File: config.mk
export PLATFORM = sky130hd
export DESIGN_NAME = iiitb_elc_req_sched
export DESIGN_NICKNAME = d
export VERILOG_FILES = /design/src/rtl/iiitb_elc_req_sched.sv
export SDC_FILE = /design/constraint.sdc
export NUM_CORES = 1
export LEC_CHECK = 0
export ABC_CLOCK_PERIOD_IN_PS = 8300
export CAP_MARGIN = 20
export CORE_MARGIN = 2
export CORE_UTILIZATION = 54
export CTS_CLUSTER_DIAMETER = 40
export DETAILED_ROUTE_END_ITERATION = 16
export GPL_ROUTABILITY_DRIVEN = 0
export PLACE_DENSITY = 0.91
export SYNTH_ARGS = -nofsm -noshare
export SYNTH_HDL_FRONTEND = slang
export SYNTH_SLANG_ARGS = --single-unit
File: constraint.sdc
create_clock -name clk -period 8.3 [get_ports clk]
set_input_delay 1.66 -clock clk [delete_from_list [all_inputs] [get_ports clk]]
set_output_delay 1.66 -clock clk [all_outputs]
set_load 0.02 [all_outputs]
File: src/rtl/iiitb_elc_req_sched.sv
// SCAN-ordered request scheduler feeding the elevator controller: latches floor
// requests, issues one one-hot target at a time, retires it on complete.
module iiitb_elc_req_sched #(
  parameter int unsigned NFLOORS = 8
) (
  input  logic               clk,
  input  logic               reset,
  input  logic [NFLOORS-1:0] button,
  input  logic [NFLOORS-1:0] current_floor,
  input  logic               complete,
  input  logic               door_alert,
  input  logic               weight_alert,
  output logic [NFLOORS-1:0] request_floor,
  output logic               req_valid,
  output logic [NFLOORS-1:0] pending,
  output logic               sched_dir,
  output logic               busy,
  output logic               pos_err
);

  localparam int unsigned IDXW = (NFLOORS > 1) ? $clog2(NFLOORS) : 1;

  typedef enum logic [1:0] {
    ST_IDLE   = 2'd0,
    ST_SELECT = 2'd1,
    ST_ISSUED = 2'd2
  } state_e;

  state_e              state_q, state_d;
  logic [NFLOORS-1:0]  pending_q, pending_d;
  logic [NFLOORS-1:0]  req_floor_q, req_floor_d;
  logic                req_valid_q, req_valid_d;
  logic                dir_q, dir_d;
  logic                busy_q;
  logic                pos_err_q, pos_err_d;
  logic [NFLOORS-1:0]  clear_mask;

  logic [IDXW-1:0]     cur_idx;
  logic [IDXW-1:0]     lo_above_idx, hi_below_idx;
  logic                lo_above_vld, hi_below_vld;

  // Nearest pending floor on either side of the current position
  always_comb begin
    cur_idx      = '0;
    lo_above_idx = '0;
    lo_above_vld = 1'b0;
    hi_below_idx = '0;
    hi_below_vld = 1'b0;
    for (int i = 0; i < NFLOORS; i++) begin
      if (current_floor[i]) cur_idx = IDXW'(i);
    end
    for (int i = NFLOORS - 1; i >= 0; i--) begin
      if (pending_q[i] && (IDXW'(i) > cur_idx)) begin
        lo_above_vld = 1'b1;
        lo_above_idx = IDXW'(i);
      end
    end
    for (int i = 0; i < NFLOORS; i++) begin
      if (pending_q[i] && (IDXW'(i) < cur_idx)) begin
        hi_below_vld = 1'b1;
        hi_below_idx = IDXW'(i);
      end
    end
  end

  // Next-state, target selection and retire
  always_comb begin
    state_d     = state_q;
    req_floor_d = req_floor_q;
    req_valid_d = req_valid_q;
    dir_d       = dir_q;
    pos_err_d   = 1'b0;
    clear_mask  = '0;
    unique case (state_q)
      ST_IDLE: begin
        if ((|pending_q) && !door_alert && !weight_alert) state_d = ST_SELECT;
      end
      ST_SELECT: begin
        state_d = ST_ISSUED;
        if (!$onehot(current_floor)) begin
          pos_err_d = 1'b1;
          state_d   = ST_IDLE;
        end else if (|(pending_q & current_floor)) begin
          req_floor_d = current_floor;
        end else if (dir_q ? lo_above_vld : hi_below_vld) begin
          req_floor_d = NFLOORS'(1) << (dir_q ? lo_above_idx : hi_below_idx);
        end else if (dir_q ? hi_below_vld : lo_above_vld) begin
          req_floor_d = NFLOORS'(1) << (dir_q ? hi_below_idx : lo_above_idx);
          dir_d       = ~dir_q;
        end else begin
          state_d = ST_IDLE;
        end
        req_valid_d = (state_d == ST_ISSUED);
      end
      ST_ISSUED: begin
        if (complete && (current_floor == req_floor_q)) begin
          clear_mask  = req_floor_q;
          req_valid_d = 1'b0;
          state_d     = ST_IDLE;
        end
      end
      default: state_d = ST_IDLE;
    endcase
    // A same-cycle press of the retiring floor re-latches it
    pending_d = (pending_q & ~clear_mask) | button;
  end

  always_ff @(posedge clk) begin
    if (reset) begin
      state_q     <= ST_IDLE;
      pending_q   <= '0;
      req_floor_q <= '0;
      req_valid_q <= 1'b0;
      dir_q       <= 1'b1;
      busy_q      <= 1'b0;
      pos_err_q   <= 1'b0;
    end else begin
      state_q     <= state_d;
      pending_q   <= pending_d;
      req_floor_q <= req_floor_d;
      req_valid_q <= req_valid_d;
      dir_q       <= dir_d;
      busy_q      <= (state_d != ST_IDLE);
      pos_err_q   <= pos_err_d;
    end
  end

  assign request_floor = req_floor_q;
  assign req_valid     = req_valid_q;
  assign pending       = pending_q;
  assign sched_dir     = dir_q;
  assign busy          = busy_q;
  assign pos_err       = pos_err_q;

endmodule

; ---- Yosys cells after proc, flatten, opt, wreduce, memory -nomap -nowiden
; Cells that the tools add are included.
[word_totals]
register_bits = 22
word_cells = 135
[classes]
addsub = 7
magnitude_cmp = 16
n_eq_ne = 6
n_shift = 2
mux = 58
n_bitwise = 8
reduce_logical = 31
[op_table]
columns = op, count
row1 = 2-to-1 mux 3 bit, 22
row2 = 2-to-1 mux 8 bit, 5
row3 = 2-to-1 mux 1 bit, 22
row4 = logical AND 1 bit, 19
row5 = bitwise AND 8 bit, 2
row6 = OR reduction 8 bit, 2
row7 = "left shift 1 x 3 -> 8 bit, first input constant", 2
row8 = 2-to-1 mux 2 bit, 7
row9 = "> comparator 3 bit, first input constant", 4
row10 = "< comparator 3 bit, first input constant", 4
row11 = adder 1 x 1 -> 2 bit, 4
row12 = == test 8 bit, 1
row13 = NOT 8 bit, 1
row14 = OR 8 bit, 1
row15 = adder 2 x 2 -> 3 bit, 2
row16 = "> comparator 1 x 3 -> 1 bit, first input constant", 2
row17 = "> comparator 2 x 3 -> 1 bit, first input constant", 2
row18 = "< comparator 1 x 3 -> 1 bit, first input constant", 2
row19 = "< comparator 2 x 3 -> 1 bit, first input constant", 2
row20 = one-hot mux 2 bit (3 select lines), 1
row21 = AND reduction 5 bit, 1
row22 = adder 3 x 3 -> 4 bit, 1
row23 = "== test 2 bit, second input constant", 2
row24 = "== test 4 x 1 -> 1 bit, second input constant", 1
row25 = 11 further kinds, 16

; ---- Depth between registers and ports, before layout
[logic_depth]
word_depth = 25
ltp_mapped = 16
ltp_nobuf = 15

; ---- Least setup slack after synthesis
; Ideal clock, no wire load.
[synth_timing]
path_kind = in2reg
start = in current_floor[0]
end = reg req_floor_q[4], in the netlist request_floor[4]
setup_time_ps = 69
t_arrival_ps = 4993
required_ps = 8231
path_slack_ps = 3238
path_stages = 15
n_path_buf = 1
cell_sequence = fa_1 -> inv_1 -> fa_1 -> fa_1 -> inv_1 -> ha_1 -> inv_1 -> fa_1 -> nor2b_1 -> a21oi_1 -> or3_1 -> clkbuf_1 -> nor3_1 -> nand3_1 -> o21ai_1
[synth_between]
elab_chain_len = 5
elab_cells_between_ends = 9
cone_classes = 3 x add/sub / 1 x eq/ne / 1 x mux / 1 x bitwise / 3 x reduce/logical
[synth_lines]
columns = element, line_no
row1 = start: declaration, 9  ; input logic [NFLOORS-1:0] current_floor,
row2 = adder 1 x 1 -> 2 bit (not written as such), 80  ; if (!$onehot(current_floor)) begin
row3 = adder 2 x 2 -> 3 bit (not written as such), 80
row4 = adder 3 x 3 -> 4 bit (not written as such), 80
row5 = == test 4 x 1 -> 1 bit, 80
row6 = AND reduction 3 bit (no source line), -
row7 = end signal: assignment, 120  ; req_floor_q <= req_floor_d;
row8 = end: declaration, 31  ; logic [NFLOORS-1:0] req_floor_q, req_floor_d;
; Several ways; a longest one is shown, not always the timed one.
; A chain may end at the register's enable or synchronous reset.

; ---- Final worst setup path
[layout_timing]
start = in current_floor[3]
end = reg req_floor_q[4], in the netlist request_floor[4]
[layout_between]
elab_chain_len = 20
elab_cells_between_ends = 85
cone_classes = 3 x add/sub / 16 x order compare / 1 x eq/ne / 2 x shift / 43 x mux / 1 x bitwise / 19 x reduce/logical
[layout_lines]
columns = element, line_no
row1 = 2-to-1 mux 3 bit (5 in series), 50  ; if (current_floor[i]) cur_idx = IDXW'(i);
row2 = > comparator 3 bit, 53  ; if (pending_q[i] && (IDXW'(i) > cur_idx)) begin
row3 = logical AND 1 bit, 53
row4 = 2-to-1 mux 3 bit (8 in series), 53
row5 = 2-to-1 mux 3 bit, 88  ; req_floor_d = NFLOORS'(1) << (dir_q ? hi_below_idx : lo_above_idx);
row6 = left shift 1 x 3 -> 8 bit, 88
row7 = 2-to-1 mux 8 bit, 87  ; end else if (dir_q ? hi_below_vld : lo_above_vld) begin
row8 = 2-to-1 mux 8 bit, 85  ; end else if (dir_q ? lo_above_vld : hi_below_vld) begin
row9 = 2-to-1 mux 8 bit, 83  ; end else if (|(pending_q & current_floor)) begin
; Several ways; a longest one is shown, not always the timed one. The select of a mux whose other input is x is not followed.

==> results by group <==
Power and ir drop
  – Pleak: 0.740 nW
  – Worst IR Drop VDD: 0.0905 mV
  – Total chip power: 0.273 mW
  – Pwr Density: roughly 130 nW/µm²

Die
  – Site row count: 20
  – Core Region: 3080 µm²
  – Die Area: roughly 3700 µm²
  – Io pins: between 40 and 50
  – Initial Util: 0.572
  – Die width: 61.1 µm
  – Die height: 61.1 µm

STA
  – Hold Fails Final Rpt: 0
  – Slew Viols, Final: 0
  – Setup TNS Final: 0 ps
  – Final Setup Violations: 0
  – Fin crit period: 5670 ps
  – Rel. slew slack: 0.379
  – Final Skew: roughly 3.8 ps
  – Fmax: 0.176 GHz
  – Least-Margin Pin Slew: 928 ps
  – RSZ-0062 raised after global routing: no
  – Final Cycle Share: 0.683

Worst setup path
  – CP max stage delay: 580 ps
  – Buf+Inv Stages, Crit Path: 4
  – Flop2flop setup slack: between 6000 and 7000 ps
  – Setup Crit Path Kind: input pin to register
  – Crit path DAT: a little under 6000 ps
  – Most used cell, CP: fa_1
  – CP top delay family: adder cells
  – Slowest cell on crit path: clkdlybuf4s50_1
  – CP cell instances: clkdlybuf4s50_1, fa_1, inv_1, fa_1, fa_1, inv_1, ha_1, inv_1, fa_1, nor2b_1, a21oi_1, or3_1, nor3_1, nand3_1, o21ai_1
  – Crit-path max FO: 11
  – Worst EP required: ~8500 ps
  – Kind of end point of the critical path: register
  – CP Launch Type: input pin

Logic synthesis
  – Largest area contributor in the netlist: dfxtp_1
  – Mapped cell area: 1760 µm²
  – Avg Synthesized Cell Area: roughly 7.6 µm²
  – Fraction of registers with async set/reset: 0
  – Seq/Total Area, Yosys: 0.250
  – Synthesized flop and latch total: 22
  – Synth area leaders: dfxtp_1 25%, a21oi_1 9.7%, nand2_1 5.1%
  – Yosys top cell area share: 0.250
  – Yosys Warn Count: 0
  – Cell variety after synth: 50
  – Syn nets: 260
  – Main synth FF type: dfxtp_1
  – Syn Inst Count: 232
  – Post-synth EDFFs: 0

Route
  – DRT antenna net count: 0
  – DRT Pass-1 Iters: 4
  – DR iter-0 viols: 68
  – Vias: 1850
  – Routed length per instance: about 16 µm
  – Number of vias per cell: 6.03
  – Post-route DRC: 0
  – Drt total wl: 4850 µm

Clock tree
  – H-tree levels: 1
  – Clock tree sinks: 22
  – Post-CTS Setup Repair Bufs: 0
  – Clock Path Buffers: 2
  – CTS tree: yes
  – Skew-Pair Late Insertion Delay: 310 ps
  – Clk slew on worst S/H paths: 110 ps
  – Cts repair resizes: 0
  – Hold_buf cts: 0
  – TritonCTS Buffers: 3
  – Clock Tree Root: clkbuf_4

Layout
  – Commonest non-fill, non-tap cells in the layout: 40 x clkdlybuf4s50_1, 34 x a21oi_1, 24 x nand2_1
  – Core Util, Final: 0.708
  – Ant diodes: 0
  – Non-filler cells, final: slightly above 300
  – # nets final: about 290
  – Area grow syn2layout: 23.7%
  – Final instance area: 2180 µm²
  – Layout cells sized above 1: 0.0722
  – Commonest non-fill, non-tap cell in the layout: clkdlybuf4s50_1
  – Sequential cell area: roughly 440 µm²
  – # fillers: 255
  – Multi-input logic area: 1210 µm²

Hold path
  – Worst min-delay path category: register to register

Place
  – Count of input and output buffers: 40
  – Placed inst area: 2160 µm²
  – Hpwl dp: approximately 3800 µm
  – Placed insts: 304

Global route
  – Total track usage: 0.284
  – Initial antenna violation count: 0
  – Pin count of the biggest net entering global routing: 24
  – Total grt overflow: 0
  – Vias in the first global route: 1755
  – First-pass GRT wire length: 7960 µm

Job
  – Max Cap Viol: 0

Run status
  – Status: completed
==> worst paths after layout <==
| path | start | endpoint | depth (start not counted) |
|---|---|---|---|
| setup reg to reg | pending[5] | request_floor[4] | 5 |
| hold / removal | req_valid | req_valid | 2 |
| hold reg to reg | req_valid | req_valid | 2 |
| setup / recovery | current_floor[3] | request_floor[4] | 15 |
==> layout make-up <==
| type | count | area share |
|---|---|---|
| timing repair buffer | 40 | 0.184 |
| sequential | 22 | 0.202 |
| inverter | 13 | 0.0224 |
| clock buffer | 3 | 0.0103 |
| tap | 44 | 0.0253 |
| multi-input combinational | 185 | 0.556 |
==> power breakdown <==
group	leakage [nW]	internal [mW]	switching [mW]	total, mW
sequential	0.180	0.111	0.00976	0.121
clock	0.0138	0.0170	0.0310	0.0480
combinational	0.546	0.0464	0.0582	0.105
total	0.740	0.174	0.0990	0.273
==> cells by family (layout without fill, tap and decap cells) <==
| logic type | after synthesis | count (layout) | share of synthesized area |
|---|---|---|---|
| XOR/XNOR | 8 | 8 | 0.0398 |
| adder cells (fa/ha/maj) | 7 | 7 | 0.0668 |
| multiplexers | 1 | 1 | 0.0128 |
| AND/OR/NAND/NOR | 94 | 94 | 0.287 |
| flip-flops | 22 | 22 | 0.250 |
| buffers and inverters | 25 | 56 | 0.0618 |
| AO/OA/AOI/OAI | 75 | 75 | 0.282 |
==> flip-flops by register name, summed over array words and instances (netlist names) <==
register and cells:
sched_dir 1, request_floor 8, busy 1, state_q 2, pos_err 1, pending 8, req_valid 1
==> metrics by stage <==
step	hold slack (ps)	worst slack, ps
floorplan	501	3240
global placement	478	2510
detailed placement	484	2330
CTS	504	2650
global route	534	2330
finish	499	2630
==> synth_stat cells (6+ instances only) <==
cell      instances
nor3_1            9
a21oi_1          34
a22oi_1           6
o21ai_1           9
nor2_1           16
nor2b_1           7
nand3_1          13
xnor2_1           8
nand2_1          24
clkbuf_1          7
inv_1            13
dfxtp_1          22
==> worst reg2reg max path: cells and delay by family (launching register included) <==
family             cells  cell delay, ps
DFF                    1             460
AOI/OAI and AO/OA      2             450
and+or+nand+nor        3            1170
==> layer usage <==
layer	GRT usage	up-vias	routed length, µm
li1	-	883	-
met1	0.365	851	1970
met2	0.471	95	2360
met3	0.0441	21	374
met4	0.124	0	150
met5	0	-	0
Power figures use the tool's default switching activity.
==> patch 1: new RTL, same flow settings <==
Make the reset (`reset`) asynchronous in one clocked block.
--- a/src/rtl/iiitb_elc_req_sched.sv
+++ b/src/rtl/iiitb_elc_req_sched.sv
@@ -107,3 +107,3 @@
 
-  always_ff @(posedge clk) begin
+  always_ff @(posedge clk or posedge reset) begin
     if (reset) begin
Formal check against the unedited RTL: differs if reset is asserted again (counterexample within 4 cycles, from zero or initial values and one cycle with reset high); with reset held inactive, the same outputs for 4 cycles.
==> patch 1 against the original RTL <==
Worst setup slack improved by 0.052 ns. Final area decreased by 1.3%. Count of clock-buffer cells in the layout increased by 1. Wire length decreased by 7.8%. Area after synthesis decreased by 2.9%. Sequential cell count unchanged. Clock skew about the same. Largest cell class unchanged. Highest routed layer unchanged.
Power is not compared: it rests on default switching activity, and its combinational part moved more than twofold at a synthesized area within 25%.
==> patch 1: results (changes against the original RTL) <==
* Via density at 6.15 (+2.0%)
* Met3 GRT Util at 4.33% (-0.083 points)
* Asr flop ratio synth at 100% (+100 points)
* Clock-cell share of area at 1.69% (+0.65 points)
* Synth top area cells: dfrtp_1, a22oi_1, fa_1, xnor2_1, o31ai_1
* Outcome: completed
* DP HPWL at 3530 µm (-6.3%)
* WL met1 at 2010 µm (+1.9%)
* Least-Margin Pin Slew at 0.886 ns (-0.0425 ns)
* Multi-input gate area at 1040 µm² (-14%)
* Filler instances at 240 (-5.9%)
* Non-clk invs at 15 (+2)
* Grt met2 use at 43.2% (-3.9 points)
* WHS at 0.533 ns (+0.0341 ns)
* R2r endpoint: busy
* FF-to-FF Start: pending[3]
* First-pass GRT wire length at 7050 µm (-11%)
* 1st-iter DRT viols at 109 (+60%)
* Nonclk buf count at 41 (+2.5%)
* Critical Path AT at 5.85 ns (-0.06 ns)
* Pin count of the biggest net entering global routing at 23 (-4.2%)
* Sequential share of cell area at 25.6% (+5.4 points)
* Post-synth net total at 217 (-17%)
* R2R setup slack at 5.64 ns (-0.52 ns)
* Nets at 253 (-14%)
* WL met2 at 2120 µm (-10%)
-- patch 1: changes by cell type after synthesis, sizes merged, moves of 6 or more --
cell	before	now
a21o	0	7
a21oi	35	10
a22oi	6	14
dfrtp	0	21
dfxtp	22	0
nand2	24	15
nand3	13	2
nor2	16	10
nor3	11	2
o21ai	15	5
o31ai	1	10
-- patch 1: cell families (layout without fill, tap and decap cells) --
family / count (synthesis) / in the layout / synth area share (%)
AND/OR/NAND/NOR: 57 / 57 / 17.7
adder cells (fa/ha/maj): 7 / 7 / 6.88
XOR/XNOR: 8 / 8 / 4.10
flip-flops: 22 / 22 / 32.3
buffers and inverters: 25 / 60 / 6.66
AO/OA/AOI/OAI: 68 / 68 / 30.9
multiplexers: 2 / 2 / 1.46
-- patch 1: per-stage QoR --
stage	setup WS (ns)	instances	instance area [µm²]
global placement	2.54	264	2120
CTS	2.72	268	2150
floorplan	3.38	189	1710
finish	2.68	268	2150
global route	2.40	268	2150
detailed placement	2.39	264	2120
==> patch 2: new RTL, config.mk and constraints unchanged <==
Made on the original files. Change the parameter `NFLOORS` from 8 to 4.
--- a/src/rtl/iiitb_elc_req_sched.sv
+++ b/src/rtl/iiitb_elc_req_sched.sv
@@ -3,3 +3,3 @@
 module iiitb_elc_req_sched #(
-  parameter int unsigned NFLOORS = 8
+  parameter int unsigned NFLOORS = 4
 ) (
Ports: changed (resized button, current_floor, pending and request_floor); port bits go from 41 to 25. The function was not compared with the original's and may differ.
==> patch 2 against the original RTL <==
Power is 37% lower. Clock skew is 0.0015 ns lower. Final area down 47%. Sequential power decreased by 38%. Area after synthesis shrank 49%. Count of clock-buffer cells in the layout up 1. Highest routed layer unchanged. Worst setup slack improved by 1.3 ns. Critical path type unchanged. Synthesized cell count shrank 55%. Wire length decreased by 49%. Sequential cell count fell by 8.
==> patch 2: results (changes against the original RTL) <==
* Area after DPL at 1120 µm² (-48%)
* Vias in the first global route at 932 (-47%)
* Layout cells sized above 1 at 10.1% (+2.9 points)
* CP startpoint: current_floor[3]
* Asr flop ratio synth at 0% (unchanged)
* Port bufs at 24 (-40%)
* Outcome: completed
* Post-synth net total at 121 (-53%)
* Clk Latency, worst-skew pair at 0.30 ns
* First-pass GRT wire length at 4150 µm (-48%)
* Met3 wire length at 200 µm (-47%)
* Post-CTS sizing at 0 (unchanged)
* R2R depth at 5 (unchanged)
* Post-CTS Setup Inserts at 0 (unchanged)
* Clk pin slew, worst setup/hold paths at 0.09 ns (-0.02 ns)
* Sequential fraction of the synthesis area at 31.0% (+6.0 points)
* Distinct cell type count after synthesis at 39 (-22%)
* Top sig layer: met4
* Total GRT Usage at 29.2% (+0.75 points)
* Met3 GRT Util at 6.40% (+2.0 points)
* R2R setup slack at 6.42 ns (+0.26 ns)
* Pre-CTS setup slack at 3.63 ns (+1.30 ns)
* Grt met2 use at 46.9% (-0.26 points)
* FF-to-FF Start: pending[0]
* CTS Hold Bufs at 0 (unchanged)
* Static Leak at 0.452 nW (-39%)
* Clk_skew at 0.00229 ns (-0.00151 ns)
* 1st-iter DRT viols at 25 (-63%)
* Slowest CP cell: clkdlybuf4s50_1
* Crit-path max FO at 12 (+1)
* DP HPWL at 1860 µm (-51%)
* WL met1 at 911 µm (-54%)
* WL met2 at 1230 µm (-48%)
* Worst IR Drop VDD at 0.134 mV (+48%)
* Top cells by count, synth: dfxtp_1, nor2_1, inv_1, a311oi_1, nand2_1
* Critical Path AT at 4.60 ns (-1.31 ns)
* Post-Route WL at 2480 µm (-49%)
* Clk root buf: clkbuf_4
* Nets at 146 (-50%)
* DRT Pass-1 Iters at 4 (unchanged)
* Min-Delay Path Class: register to register
* Primary FF master, synth: dfxtp_1
* Hold Path Depth at 2 (unchanged)
* Via density at 6.47 (+7.3%)
* Synth top area cells: dfxtp_1, a311oi_1, nor2_1, inv_1, buf_6
* Initial antenna violation count at 0 (unchanged)
* Pin count of the biggest net entering global routing at 14 (-42%)
* Diodes inserted at 0 (unchanged)
* Htree depth at 1 (unchanged)
* M1 GR Usage at 34.1% (-2.5 points)
* Least-Margin Pin Slew at 0.519 ns (-0.409 ns)
* Critical Path Max Stage Delay at 0.75 ns (+0.17 ns)
* Hold Startpoint: req_valid
* Hold-critical path endpoint: req_valid
* R2r endpoint: request_floor[0]
==> patch 2: area by class of cell <==
type | count | area [µm²]
sequential | 14 | 280
inverter | 10 | 37.5
tap | 16 | 20.0
timing repair buffer | 24 | 240
fill | 133 | 382
multi-input combinational | 77 | 546
clock buffer | 4 | 36.3
==> patch 2: report_power, final <==
part           internal, mW  switching, mW
Clock                0.0268         0.0260
Sequential           0.0702        0.00450
Combinational        0.0202         0.0240
==> patch 2: critical path, delay by kind of cell <==
family	cells	cell delay, ns
buffers and inverters	3	0.92
adders and majority gates	3	0.97
AOI/OAI and AO/OA	2	0.56
and+or+nand+nor	2	0.48
==> patch 2: cell families (layout without fill, tap and decap cells) <==
family / after synthesis / after routing / synth area share, %
flip-flops: 14 / 14 / 31.0
buffers and inverters: 14 / 38 / 8.71
XOR/XNOR: 4 / 4 / 3.87
adder cells (fa/ha/maj): 3 / 3 / 4.98
AND/OR/NAND/NOR: 43 / 43 / 26.8
AO/OA/AOI/OAI: 27 / 27 / 24.6
==> patch 2: per-stage QoR <==
stage	total power [mW]	cells	hold slack [ns]	utilization (%)
floorplan	0.103	105	0.491	-
global placement	0.117	141	0.474	72.9
detailed placement	0.119	141	0.483	72.9
CTS	0.172	145	0.499	75.2
global route	0.179	145	0.529	75.2
finish	0.172	145	0.498	75.2
==> patch 2: worst max path at each step <==
| stage | cells after the start | slack, ns | end |
|---|---|---|---|
| after floorplan | 10 | 4.53 | request_floor[1] |
| after global placement | 10 | 3.74 | request_floor[3] |
| after detailed placement | 10 | 3.63 | request_floor[1] |
| after CTS | 10 | 3.93 | request_floor[3] |
| after global routing | 10 | 3.69 | request_floor[1] |
| final | 10 | 3.90 | request_floor[3] |
